**src/rtl/seg_dec_conv.sv**
```systemverilog
// seg_dec_conv: binary to 7-segment decimal converter using a sequential double-dabble engine,
// with leading-zero blanking, minus sign, decimal-overflow detection and an error display.
module seg_dec_conv #(
   parameter int NUM_W    = 14,
   parameter int DIGITS   = 4,
   parameter bit SIGNED   = 0,
   parameter bit BLANK_LZ = 1
) (
   input  logic                clk,
   input  logic                rst_n,
   input  logic [NUM_W-1:0]    num,
   input  logic                convert,
   input  logic                error,
   output logic [8*DIGITS-1:0] digits,
   output logic                conv_done,
   output logic                busy,
   output logic                overflow
);
   localparam int ND = NUM_W/3 + 1;
   localparam int SW = 4*ND + NUM_W;
   localparam int AV = DIGITS - int'(SIGNED);
   localparam int NX = ND > DIGITS ? ND : DIGITS;
   localparam int CW = $clog2(NUM_W + 1);
   localparam logic [1:0] IDLE = 2'd0, CONV = 2'd1, ENC = 2'd2, ERR = 2'd3;

   logic [1:0]          state_q, state_d;
   logic [CW-1:0]       cnt_q, cnt_d;
   logic [SW-1:0]       sh_q, sh_d, adj;
   logic                neg_q, neg_d;
   logic [8*DIGITS-1:0] digits_q, digits_d, enc, err_pat;
   logic                done_q, done_d, busy_q, busy_d, ovf_q, ovf_d;
   logic [4*NX-1:0]     bcd_x;
   logic                enc_ovf, seen;

   function automatic logic [7:0] seg(input logic [3:0] n);
      case (n)
         4'd0: return 8'h3F;
         4'd1: return 8'h06;
         4'd2: return 8'h5B;
         4'd3: return 8'h4F;
         4'd4: return 8'h66;
         4'd5: return 8'h6D;
         4'd6: return 8'h7D;
         4'd7: return 8'h07;
         4'd8: return 8'h7F;
         4'd9: return 8'h6F;
         default: return 8'h00;
      endcase
   endfunction

   always_comb begin
      state_d  = state_q;
      cnt_d    = cnt_q;
      sh_d     = sh_q;
      neg_d    = neg_q;
      digits_d = digits_q;
      ovf_d    = ovf_q;
      done_d   = 1'b0;
      err_pat  = '0;
      err_pat[31:0] = 32'h763D507C;
      adj = sh_q;
      for (int k = 0; k < ND; k++)
         if (adj[NUM_W+4*k +: 4] >= 4'd5) adj[NUM_W+4*k +: 4] = adj[NUM_W+4*k +: 4] + 4'd3;
      // zero-extend so digit positions beyond the BCD field read as 0
      bcd_x = '0;
      bcd_x[4*ND-1:0] = sh_q[SW-1 -: 4*ND];
      enc_ovf = 1'b0;
      for (int k = 0; k < NX; k++)
         if (k >= AV && bcd_x[4*k +: 4] != 4'd0) enc_ovf = 1'b1;
      enc  = '0;
      seen = 1'b0;
      for (int k = DIGITS-1; k >= 0; k--)
         if (k < AV) begin
            seen = seen | (bcd_x[4*k +: 4] != 4'd0) | (k == 0);
            enc[8*k +: 8] = (BLANK_LZ && !seen) ? 8'h00 : seg(bcd_x[4*k +: 4]);
         end
      if (SIGNED) enc[8*DIGITS-1 -: 8] = neg_q ? 8'h40 : 8'h00;
      case (state_q)
         IDLE:
            if (error) state_d = ERR;
            else if (convert) begin
               state_d = CONV;
               cnt_d   = '0;
               neg_d   = SIGNED && num[NUM_W-1];
               sh_d    = {{(4*ND){1'b0}}, neg_d ? -num : num};
            end
         CONV: begin
            sh_d    = adj << 1;
            cnt_d   = cnt_q + 1'b1;
            state_d = (cnt_q == CW'(NUM_W-1)) ? ENC : CONV;
         end
         ENC: begin
            digits_d = enc_ovf ? err_pat : enc;
            ovf_d    = enc_ovf;
            done_d   = 1'b1;
            state_d  = IDLE;
         end
         default: begin
            digits_d = err_pat;
            done_d   = 1'b1;
            state_d  = IDLE;
         end
      endcase
      busy_d = state_d != IDLE;
   end

   always_ff @(posedge clk or negedge rst_n)
      if (!rst_n) begin
         state_q  <= IDLE;
         cnt_q    <= '0;
         sh_q     <= '0;
         neg_q    <= 1'b0;
         digits_q <= '0;
         done_q   <= 1'b0;
         busy_q   <= 1'b0;
         ovf_q    <= 1'b0;
      end else begin
         state_q  <= state_d;
         cnt_q    <= cnt_d;
         sh_q     <= sh_d;
         neg_q    <= neg_d;
         digits_q <= digits_d;
         done_q   <= done_d;
         busy_q   <= busy_d;
         ovf_q    <= ovf_d;
      end

   assign digits    = digits_q;
   assign conv_done = done_q;
   assign busy      = busy_q;
   assign overflow  = ovf_q;
endmodule

```
**config.mk**
```make
export PLATFORM = sky130hd
export DESIGN_NAME = seg_dec_conv
export DESIGN_NICKNAME = d
export VERILOG_FILES = /design/src/rtl/seg_dec_conv.sv
export SDC_FILE = /design/constraint.sdc
export NUM_CORES = 1
export LEC_CHECK = 0
export BUFFER_PORTS_ARGS = -buffer_cell sky130_fd_sc_hd__buf_2
export CAP_MARGIN = 15
export CORE_ASPECT_RATIO = 0.5
export CORE_UTILIZATION = 60
export CTS_BUF_LIST = sky130_fd_sc_hd__clkbuf_8
export CTS_CLUSTER_DIAMETER = 50
export DETAILED_ROUTE_END_ITERATION = 8
export PLACE_DENSITY_LB_ADDON = 0.08
export SLEW_MARGIN = 20
export SYNTH_ARGS = -nofsm -noshare
export SYNTH_HDL_FRONTEND = slang
export SYNTH_SLANG_ARGS = --single-unit
```
**constraint.sdc**
```tcl
create_clock -name clk -period 2.25 [get_ports clk]
set_input_delay 0.3375 -clock clk [delete_from_list [all_inputs] [get_ports clk]]
set_output_delay 0.3375 -clock clk [all_outputs]
set_load 0.02 [all_outputs]
```
### Word-level counts from Yosys, hierarchy flattened

Memories as Yosys holds them, arrays and structs flattened.
Index checks and enable logic that the tools add are counted.

| operators by class | value |
|---|---|
| add/subtract/negate cells | 6 |
| order comparisons | 5 |
| equality and inequality tests | 5 |
| multiplexer cells | 22 |
| bitwise operators | 2 |
| reduce and logical (&&, ||, !) cells | 9 |

Operator list:

| kind | number |
|---|---|
| 2-to-1 mux 34 bit | 2 |
| case mux 34 bit (2 select lines) | 1 |
| case mux 32 bit (2 select lines) | 1 |
| 2-to-1 mux 32 bit | 1 |
| 2-to-1 mux 4 bit | 6 |
| 2-to-1 mux 8 bit | 3 |
| greater-or-equal comparator 4 x 3 -> 1 bit (second input constant) | 5 |
| adder 4 x 2 -> 4 bit (second input constant) | 4 |
| nonzero test 4 bit | 4 |
| case mux 4 bit (2 select lines) | 1 |
| 2-to-1 mux 2 bit | 3 |
| adder 4 x 1 -> 4 bit (second input constant) | 1 |
| equality test 4 bit (second input constant) | 1 |
| inequality test 2 bit (second input constant) | 2 |
| case mux 2 bit (2 select lines) | 1 |
| nonzero test 2 bit | 2 |
| adder 3 x 2 -> 3 bit (second input constant) | 1 |
| 2-to-1 mux 3 bit | 1 |
| AND reduction 3 bit | 1 |
| equality test 2 x 1 -> 1 bit (second input constant) | 1 |
| equality test 2 bit (second input constant) | 1 |
| logical NOT 2 bit | 1 |
| 2-to-1 mux 1 bit | 2 |
| OR 1 bit | 2 |
| OR reduction 2 bit | 1 |

| word-level totals | value |
|---|---|
| flip-flop bits (word level) | 75 |
| memory bits (read-only) | 448 |
| input bits | 18 |
| memories | 4 |

Memories:

| memory | depth | bits a word | read ports | clocked after memory_dff | wr ports | line | RTL |
|---|---|---|---|---|---|---|---|
| (name not given) | 16 | 7 | 1 | 0 | 0 | 36 | `case (n)` |
| (name not given) | 16 | 7 | 1 | 0 | 0 | 36 |  |
| (name not given) | 16 | 7 | 1 | 0 | 0 | 36 |  |
| (name not given) | 16 | 7 | 1 | 0 | 0 | 36 |  |

### Depth between registers and ports, before layout

Gate-level depths: netlist (run 1).

| logic depth | value |
|---|---|
| depth after elaboration | 6 |
| depth in mapped cells | 7 |
| mapped depth without buffers | 6 |

### Least setup slack after synthesis (run 1)

Ideal clock, no wire load.

| timing | value |
|---|---|
| path kind | register to register |
| from | register sh_q[27] |
| to | register sh_q[28] |
| setup time | 0.083 ns |
| arrival time | 1.556 ns |
| path slack | 0.611 ns |
| cell stages (with the launch flop) | 7 |
| path through | dfrtp_1 -> inv_1 -> ha_1 -> nand2b_1 -> a21oi_1 -> mux2_2 -> o21ai_0 |

| on the way | value |
|---|---|
| longest elaborated chain between the ends | 3 |
| elaborated cells on any way between the ends | 4 |

Ends and longest elaborated chain:

| item | line | RTL |
|---|---|---|
| start: declaration | 28 | `logic [SW-1:0] sh_q, sh_d, adj;` |
| start signal: assignment | 111 | `sh_q <= '0;` |
| start signal: assignment | 120 | `sh_q <= sh_d;` |
| adder 4 x 2 -> 4 bit or greater-or-equal comparator 4 x 3 -> 1 bit (tied branches) | 63 | `if (adj[NUM_W+4*k +: 4] >= 4'd5) adj[NUM_W+4*k +: 4] = adj[NUM_W+4*k +: 4] + 4'd3;` |
| 2-to-1 mux 4 bit * | 63 |  |
| case mux 34 bit (2 select lines) * | 78 | `case (state_q)` |

Every way passes the cells marked *; elsewhere a longest branch is shown, timed or not.
A chain may end at the register's enable or synchronous reset.

### Worst setup path after layout (run 1)

Same ends and word-level chain as after synthesis.

==> metrics.yaml, run 1 <==
status: "complete, no violations"
fp-row-count: 20
p_switching_uw: 2640
fp.dieW_microns: 116
post_cts_buffers: 0
die_area_sq_um: 6820
start_util: 0.632
fin_crit_ns: 1.85
total_power_uw: 6040
area_growth_pct: 10.7
htree_levels: 3
path_class: "reg2reg"
p_clk_frac: 0.136
intPower_uw: 3400
regToRegStartpoint: "sh_q[27]"
timing.critical_path.from: "sh_q[27]"
grt_pass1_vias: 2755
leakage_uw: 0.00202
cp_max_fo: 6
clk_pin_slew_ns: 0.07
ys.flop_type: "dfrtp_1"
ctsHoldBuffers: 0
sw_frac_of_total: 0.437
fill_cells: 488
r2r-end: "sh_q[28]"
initialDrtViolationCount: 165
power_density_nw_per_um2: 1400
vias: 2929
grt.total_usage: 0.249
max_slew_margin: 0.567
mostFrequentLayoutCell: "dfrtp_1"
nets: 482
setup_tns_ns: 0
fin_ws_ns: 0.396
yosysUniqueCellTypes: 55
first_pass_iters: 5
cts-root-buf: "clkbuf_8"
drv_cap: 0
fmax_mhz: 539
gp_congestion: 0.861
yosysSeqAreaShare: 0.457
maxSlewViolCount: 0
synthArstFlopShare: 1.00
antenna_found_initial: 0
crit_path_end: "sh_q[28]"
drc: 0
wl_per_cell_microns: 14.5
critPathCaptureType: "flop"
coreArea_sq_um: 6160
utilization: 0.699
diodes: 0
vdd_drop_max_mv: 0.655
postCtsResizedCells: 0
clk_path_buf_depth: 2
cts_tree: "built"
grt_first_pass_wirelength_microns: 12600
rsz0062_at_grt: "no"
clock-skew-final_ns: 0.00705
final_hold_viol_count: 0
port_buffers: 48
combinationalPowerShare: 0.485
io_pins: 53
grt_remaining_overflow: 0
final_cell_mix: "dfrtp_1, buf_2, inv_1, nor2_1, o21ai_0"
wl_microns: 7650
tightest_slew_ns: 0.649
drive_above_1_share: 0.184
cts_made_buffers: 9
clk_latency_ns: 0.34
yosysWarnings: 0
dp_slack_ns: 0.413
timing.critical_path.required_ns: 2.51
synth_seq_cells: 71
arrival_ns: 2.11
rrSetupSlack_ns: 0.40
reg2regPathDepth: 6
setup_viol: 0
period_share: 0.824
sequentialPowerShare: 0.378
synth_edf_count: 0
dp_hpwl_microns: 5520
cts.sinks: 71
start_kind: "flop"
grt_max_degree: 32
postRouteAntennaNets: 0
via_per_inst: 5.55
netlist_instances: 397
die_y_microns: 58.9
avgSynthCellArea_sq_um: 9.79
hp-class: "in2async"
netlist_area_sq_um: 3890
area by class of cell:
type                            instances  area, sq um  share of cell area
Clock buffer                           10          138              0.0320
Multi-Input combinational cell        264         1800               0.419
Clock inverter                          3         13.8             0.00320
Inverter                               36          135              0.0314
Tap cell                               88          110              0.0256
Timing Repair Buffer                   56          325              0.0756
Sequential cell                        71         1780               0.413
power groups by stage:
| stage | combinational (uW) | clock (uW) | sequential, uW |
|---|---|---|---|
| final | 2930 | 822 | 2290 |
| after detailed placement | 2920 | 0 | 2300 |
| after global placement | 2820 | 0 | 2260 |
| after global routing | 3310 | 916 | 2370 |
| after floorplan | 2330 | 0 | 2230 |
| after CTS | 2940 | 855 | 2280 |
worst max-delay path, stage by stage, from the launching register on:
cell and delay [ns]:
dfrtp_1 0.45, inv_1 0.13, ha_1 0.22, nand2b_1 0.14, a21oi_1 0.30, mux2_2 0.37, o21ai_0 0.15
cells by family (layout without fill, tap and decap cells):
| group | count (synthesis) | in the layout | synth area share |
|---|---|---|---|
| multiplexers | 7 | 7 | 0.0193 |
| buffers and inverters | 65 | 105 | 0.0821 |
| XOR/XNOR | 8 | 8 | 0.0180 |
| adder cells (fa/ha/maj) | 26 | 26 | 0.0837 |
| flip-flops | 71 | 71 | 0.457 |
| AND/OR/NAND/NOR | 107 | 107 | 0.146 |
| other | 1 | 4 | 0.000965 |
| AO/OA/AOI/OAI | 112 | 112 | 0.193 |
how the worst min path moves through the flow:
stage | from | to | cells past startpoint
after floorplan | rst_n | busy | 0
final | rst_n | sh_q[33] | 1
after global placement | rst_n | digits[21] | 1
after global routing | rst_n | sh_q[29] | 1
after CTS | rst_n | sh_q[32] | 1
after detailed placement | rst_n | digits[21] | 1
through the flow:
| step | cells | hold slack (ns) | instance area (sq um) |
|---|---|---|---|
| global route | 528 | 0.0462 | 4300 |
| finish | 528 | 0.0197 | 4300 |
| floorplan | 400 | 0.0419 | 3900 |
| CTS | 528 | 0.0212 | 4300 |
| detailed placement | 515 | 0.398 | 4150 |
| global placement | 515 | 0.389 | 4150 |
state kept, by name, indices dropped and copies added, names as in the netlist:
| register | count |
|---|---|
| overflow | 1 |
| digits | 28 |
| sh_q | 34 |
| state_q | 2 |
| cnt_q | 4 |
| conv_done | 1 |
| busy | 1 |
layer usage:
layer | wire length, microns | vias to the layer above | global-route usage
met4 | 129 | 0 | 0.0842
li1 | - | 1450 | -
met2 | 3530 | 72 | 0.408
met5 | 0 | - | 0
met1 | 3600 | 1390 | 0.315
met3 | 390 | 17 | 0.0814
synth_stat cells (all sizes together) (2+ instances only):
| library cell | n | area (sq um) |
|---|---|---|
| nand4 | 2 | 12.5 |
| nand3b | 2 | 15.0 |
| mux2 | 4 | 45.0 |
| o22ai | 10 | 62.6 |
| nor3b | 2 | 20.0 |
| nor2b | 9 | 66.3 |
| o21ai | 32 | 160 |
| xor2 | 3 | 26.3 |
| a22o | 4 | 35.0 |
| nor3 | 4 | 20.0 |
| a32o | 2 | 20.0 |
| nor4b | 2 | 38.8 |
| nand2b | 15 | 93.8 |
| a222oi | 13 | 130 |
| clkbuf | 8 | 31.3 |
| mux2i | 3 | 30.0 |
| a21o | 2 | 15.0 |
| o21bai | 3 | 37.5 |
| xnor2 | 5 | 43.8 |
| nor2 | 33 | 124 |
| a21oi | 28 | 140 |
| o32a | 2 | 20.0 |
| buf | 21 | 153 |
| inv | 36 | 135 |
| ha | 26 | 325 |
| o31ai | 3 | 22.5 |
| nand2 | 28 | 105 |
| and2 | 3 | 18.8 |
| nand3 | 4 | 30.0 |
| o22a | 5 | 43.8 |
| dfrtp | 71 | 1780 |
Power figures use the tool's default switching activity.
==> run 2, diff against run 1 <==
Clock period 2.25 ns to 1.84 ns, I/O delays scaled along.
==> run 2 against run 1 <==
  * Register-to-register slack got worse by 0.26 ns
  * Worst hold slack better by 0.10 ns
  * Combinational power is 28% higher
  * Flip-flop and latch count did not move
  * Clock skew grew 0.0038 ns
  * Utilization is 1.4 points higher
  * Worst setup slack worse by 0.26 ns
  * Die area unchanged
  * Critical path depth unchanged
  * First-iteration DRC count rose by 3.0%
  * Final area up 2.1%
  * Global-route usage increased by 0.13 points
  * Critical endpoint is now sh_q[20]
==> metrics.yaml, run 2 (same netlist as run 1, synthesis figures left out) <==
maxSlewViolCount: 0  # unchanged
grt_pass1_vias: 2690  # was 2755
tightest_slew_ns: 0.789  # was 0.649 ns
clk_latency_ns: 0.36  # was 0.34 ns
utilization: 0.713  # was 0.699
setup_tns_ns: 0  # unchanged
vias: 2947  # was 2929
dp_hpwl_microns: 5380  # was 5520 microns
clk_path_buf_depth: 2  # unchanged
first_pass_iters: 7  # was 5
clk_pin_slew_ns: 0.08  # was 0.07 ns
critPathCaptureType: "flop"  # unchanged
die_y_microns: 58.9  # unchanged
final_hold_viol_count: 0  # unchanged
r2r-end: "sh_q[20]"  # was sh_q[28]
drive_above_1_share: 0.207  # was 0.184
coreArea_sq_um: 6160  # unchanged
htree_levels: 3  # unchanged
die_area_sq_um: 6820  # unchanged
hold_depth: 3
cts_made_buffers: 9  # unchanged
port_buffers: 48  # unchanged
gp_congestion: 0.850  # was 0.861
power_density_nw_per_um2: 1740  # was 1400 nW/um^2
grt_first_pass_wirelength_microns: 12700  # was 12600 microns
crit_chain: "inv_1 -> ha_1 -> nand2b_1 -> a21oi_1 -> mux2_2 -> o21ai_0"  # unchanged
max_slew_margin: 0.473  # was 0.567
fin_crit_ns: 1.71  # was 1.85 ns
regToRegStartpoint: "sh_q[18]"  # was sh_q[27]
rrSetupSlack_ns: 0.13  # was 0.40 ns
io_pins: 53  # unchanged
postRouteAntennaNets: 0  # unchanged
start_util: 0.632  # unchanged
fmax_mhz: 586  # was 539 MHz
drv_cap: 0  # unchanged
cts-root-buf: "clkbuf_8"  # unchanged
hp-class: "in2reg"  # was in2async
diodes: 0  # unchanged
nets: 489  # was 482
final_cell_mix: "dfrtp_1, buf_2, inv_1, nor2_1, o21ai_0"  # unchanged
reg2regPathDepth: 6  # unchanged
grt.total_usage: 0.250  # was 0.249
via_per_inst: 5.49  # was 5.55
slowest_delay_ns: 0.45  # about the same
status: "complete, no violations"  # unchanged
rsz0062_at_grt: "no"  # unchanged
largest_reg_flops: 34  # unchanged
mostFrequentLayoutCell: "dfrtp_1"  # unchanged
grt_remaining_overflow: 0  # unchanged
start_kind: "flop"  # unchanged
dp_slack_ns: 0.110  # was 0.413 ns
min_from: "num[3]"
timing.critical_path.required_ns: 2.10  # was 2.51 ns
fp.dieW_microns: 116  # unchanged
path_class: "reg2reg"  # unchanged
top_register: "sh_q"  # unchanged
drc: 0  # unchanged
wl_per_cell_microns: 14.2  # was 14.5 microns
fin_ws_ns: 0.132  # was 0.396 ns
antenna_found_initial: 0  # unchanged
hold_end: "sh_q[3]"
post_cts_buffers: 0  # unchanged
cp_max_fo: 5  # was 6
vdd_drop_max_mv: 0.799  # was 0.655 mV
clock-skew-final_ns: 0.0108  # was 0.00705 ns
arrival_ns: 1.97  # was 2.11 ns
fp-row-count: 20  # unchanged
cts_tree: "built"  # unchanged
initialDrtViolationCount: 170  # was 165
fin_hold_ws_ns: 0.124  # was 0.0197 ns
setup_viol: 0  # unchanged
leakage_uw: 0.00207  # was 0.00202 uW
area_growth_pct: 12.9  # was 10.7%
cts.sinks: 71  # unchanged
wl_microns: 7630  # was 7650 microns
crit_path_top_delay_cell: "dfrtp_1"  # unchanged
grt_max_degree: 72  # was 32
period_share: 0.928  # was 0.824
[run 2: worst max path at each step]
stage / to / cells after the start / slack [ns] / start
final: sh_q[20] / 6 / 0.13 / sh_q[18]
after floorplan: sh_q[28] / 6 / 0.20 / sh_q[27]
after global placement: sh_q[24] / 6 / 0.18 / sh_q[23]
after global routing: digits[8] / 6 / 0.002 / sh_q[27]
after detailed placement: digits[8] / 6 / 0.11 / sh_q[27]
after CTS: sh_q[24] / 6 / 0.09 / sh_q[23]
[run 2: what timing repair did]
item,4_1_cts,5_1_grt
hold endpoints to repair,71,0
endpoints found under the setup margin,0,9
hold buffers,1,0
gates resized for setup,0,6
[run 2: worst max-delay path, delay by kind of cell, from the launching register on]
| kind | cells | cell delay (ns) |
|---|---|---|
| DFF | 1 | 0.45 |
| AOI/OAI and AO/OA | 2 | 0.35 |
| muxes | 1 | 0.35 |
| adders and majority gates | 1 | 0.22 |
| buffers and inverters | 1 | 0.18 |
| and+or+nand+nor | 1 | 0.06 |
[run 2: layer usage]
| layer | GRT usage | up-vias | part of all wire |
|---|---|---|---|
| li1 | - | 1472 | - |
| met1 | 0.328 | 1398 | 0.47 |
| met2 | 0.406 | 67 | 0.46 |
| met3 | 0.0762 | 10 | 0.051 |
| met4 | 0.0751 | 0 | 0.010 |
| met5 | 0 | - | 0 |
[run 2: layout make-up]
cell class                      instances  area [sq um]
Tap cell                               88           110
Fill cell                             484          1770
Sequential cell                        71          1780
Clock inverter                          6          55.1
Inverter                               36           135
Multi-Input combinational cell        264          1820
Clock buffer                            9           124
Timing Repair Buffer                   63           368
[run 2: metrics by stage]
stage / cell area, sq um / power, uW / cells
after floorplan: 3900 / 5570 / 400
after global placement: 4180 / 6230 / 521
after detailed placement: 4180 / 6420 / 521
after CTS: 4370 / 7610 / 537
after global routing: 4390 / 8270 / 537
final: 4390 / 7630 / 537
[run 2: where the power goes]
group	internal [uW]	leakage, uW	switching (uW)
Combinational	1610	0.00112	2150
Clock	603	0.0000975	555
Sequential	2120	0.000849	595
==> run 3, diff against run 2 <==
Settings changed: SKIP_CTS_REPAIR_TIMING from default to 1.
Clock period 1.84 ns to 2.1 ns, I/O delays scaled along.
==> run 3 against run 2 <==
  * The flow now finishes with violations (negative hold slack)
  * Worst hold slack worse by 0.15 ns
  * Flip-flop and latch count did not move
  * Clock skew shrank 0.0013 ns
  * Sequential share of layout area rose by 0.49 points
  * Die area did not move
  * Register-to-register slack better by 0.11 ns
  * Power decreased by 13%
==> metrics.yaml, run 3 (same netlist as run 1, synthesis figures left out) <==
vdd_drop_max_mv: 0.806  # was 0.799 mV
cp_max_fo: 9  # was 5
timing.critical_path.required_ns: 2.39  # was 2.10 ns
top_register: "sh_q"  # unchanged
setup_tns_ns: 0  # unchanged
die_y_microns: 58.9  # unchanged
final_hold_viol_count: 14  # was 0
fin_crit_ns: 1.85  # was 1.71 ns
drv_cap: 0  # unchanged
drc: 0  # unchanged
area_growth_pct: 11.5  # was 12.9%
setup_viol: 0  # unchanged
combinationalPowerShare: 0.479  # was 0.492
grt_first_pass_wirelength_microns: 13000  # was 12700 microns
mostFrequentLayoutCell: "dfrtp_1"  # unchanged
final_cell_mix: "dfrtp_1, buf_2, inv_1, nor2_1, o21ai_0"  # unchanged
die_area_sq_um: 6820  # unchanged
cts_made_buffers: 9  # unchanged
clk_path_buf_depth: 2  # unchanged
htree_levels: 3  # unchanged
sw_frac_of_total: 0.432  # was 0.433
hp-class: "in2async"  # was in2reg
start_util: 0.632  # unchanged
grt_max_degree: 72  # unchanged
max_slew_margin: 0.583  # was 0.473
largest_reg_flops: 34  # unchanged
instances_no_fill: 531  # was 537
io_pins: 53  # unchanged
gp_congestion: 0.826  # was 0.850
grt_remaining_overflow: 0  # unchanged
postRouteAntennaNets: 0  # unchanged
sequentialPowerShare: 0.368  # was 0.356
total_power_uw: 6600  # was 7630 uW
reg2regPathDepth: 6  # unchanged
rsz0062_at_grt: "no"  # unchanged
initialDrtViolationCount: 208  # was 170
cts-root-buf: "clkbuf_8"  # unchanged
dp.cells: 516  # was 521
fp-row-count: 20  # unchanged
dp_hpwl_microns: 5230  # was 5380 microns
arrival_ns: 2.14  # was 1.97 ns
period_share: 0.883  # was 0.928
p_switching_uw: 2850  # was 3300 uW
via_per_inst: 5.48  # was 5.49
drive_above_1_share: 0.190  # was 0.207
port_buffers: 48  # unchanged
violations: "negative hold slack"
power_density_nw_per_um2: 1520  # was 1740 nW/um^2
status: "finished with violations"  # was complete, no violations
diodes: 0  # unchanged
antenna_found_initial: 0  # unchanged
fp.dieW_microns: 116  # unchanged
wl_per_cell_microns: 14.1  # was 14.2 microns
p_clk_frac: 0.153  # was 0.152
maxSlewViolCount: 0  # unchanged
nets: 483  # was 489
coreArea_sq_um: 6160  # unchanged
tightest_slew_ns: 0.625  # was 0.789 ns
first_pass_iters: 4  # was 7
fmax_mhz: 539  # was 586 MHz
clk_latency_ns: 0.35  # was 0.36 ns
clk_pin_slew_ns: 0.07  # was 0.08 ns
cts_tree: "built"  # unchanged
fin_hold_ws_ns: -0.0295  # was 0.124 ns
intPower_uw: 3750  # was 4330 uW
fill_cells: 495  # was 484
wl_microns: 7470  # was 7630 microns
vias: 2912  # was 2947
grt.total_usage: 0.252  # was 0.250
critPathCaptureType: "flop"  # unchanged
start_kind: "flop"  # unchanged
leakage_uw: 0.00204  # was 0.00207 uW
grt_pass1_vias: 2788  # was 2690
path_class: "reg2reg"  # unchanged
cts.sinks: 71  # unchanged
clock-skew-final_ns: 0.00949  # was 0.0108 ns
run 3: area by class of cell:
cell class | count | area [sq um] | area share
Timing Repair Buffer | 57 | 333 | 0.0768
Tap cell | 88 | 110 | 0.0254
Sequential cell | 71 | 1780 | 0.410
Inverter | 36 | 135 | 0.0312
Multi-Input combinational cell | 264 | 1800 | 0.416
Clock inverter | 6 | 53.8 | 0.0124
Clock buffer | 9 | 124 | 0.0286
run 3: critical path, cell delays in order, from the launching register on:
cell,delay [ns]
dfrtp_1,0.50
inv_1,0.14
ha_1,0.23
nand2b_1,0.16
a21oi_1,0.35
mux2i_1,0.27
a22o_1,0.14
run 3: worst paths after layout:
kind	from	endpoint	slack, ns
setup / recovery	sh_q[15]	sh_q[16]	0.25
hold / removal	rst_n	digits[17]	-0.03
setup reg to reg	sh_q[15]	sh_q[16]	0.25
hold reg to reg	digits[4]	digits[4]	0.50
max in group asynchronous	rst_n	digits[22]	1.81
min in group clk	num[12]	sh_q[12]	0.18
run 3: through the flow:
stage               hold WS [ns]  utilization  setup WS (ns)  instance area [sq um]
floorplan                 0.0194            -          0.461                   3900
global placement           0.363        0.675          0.370                   4160
detailed placement         0.366        0.675          0.267                   4160
CTS                     -0.00681        0.704          0.261                   4340
global route             0.00169        0.704         0.0729                   4340
finish                   -0.0295        0.704          0.246                   4340
run 3: power groups by stage:
stage	Sequential [uW]	Combinational (uW)	Clock (uW)
after CTS	2420	3170	1040
final	2430	3160	1010
after detailed placement	2440	3150	0
after floorplan	2380	2500	0
after global routing	2520	3590	1090
after global placement	2400	3060	0
run 3: per-layer routing:
metal  GRT usage  up-vias  share of wire  wire [microns]
li1            -     1456              -               -
met4      0.0769        0         0.0096              72
met1       0.334     1377           0.49            3660
met5           0        -              0               0
met2       0.405       69           0.45            3370
met3      0.0762       10          0.049             369
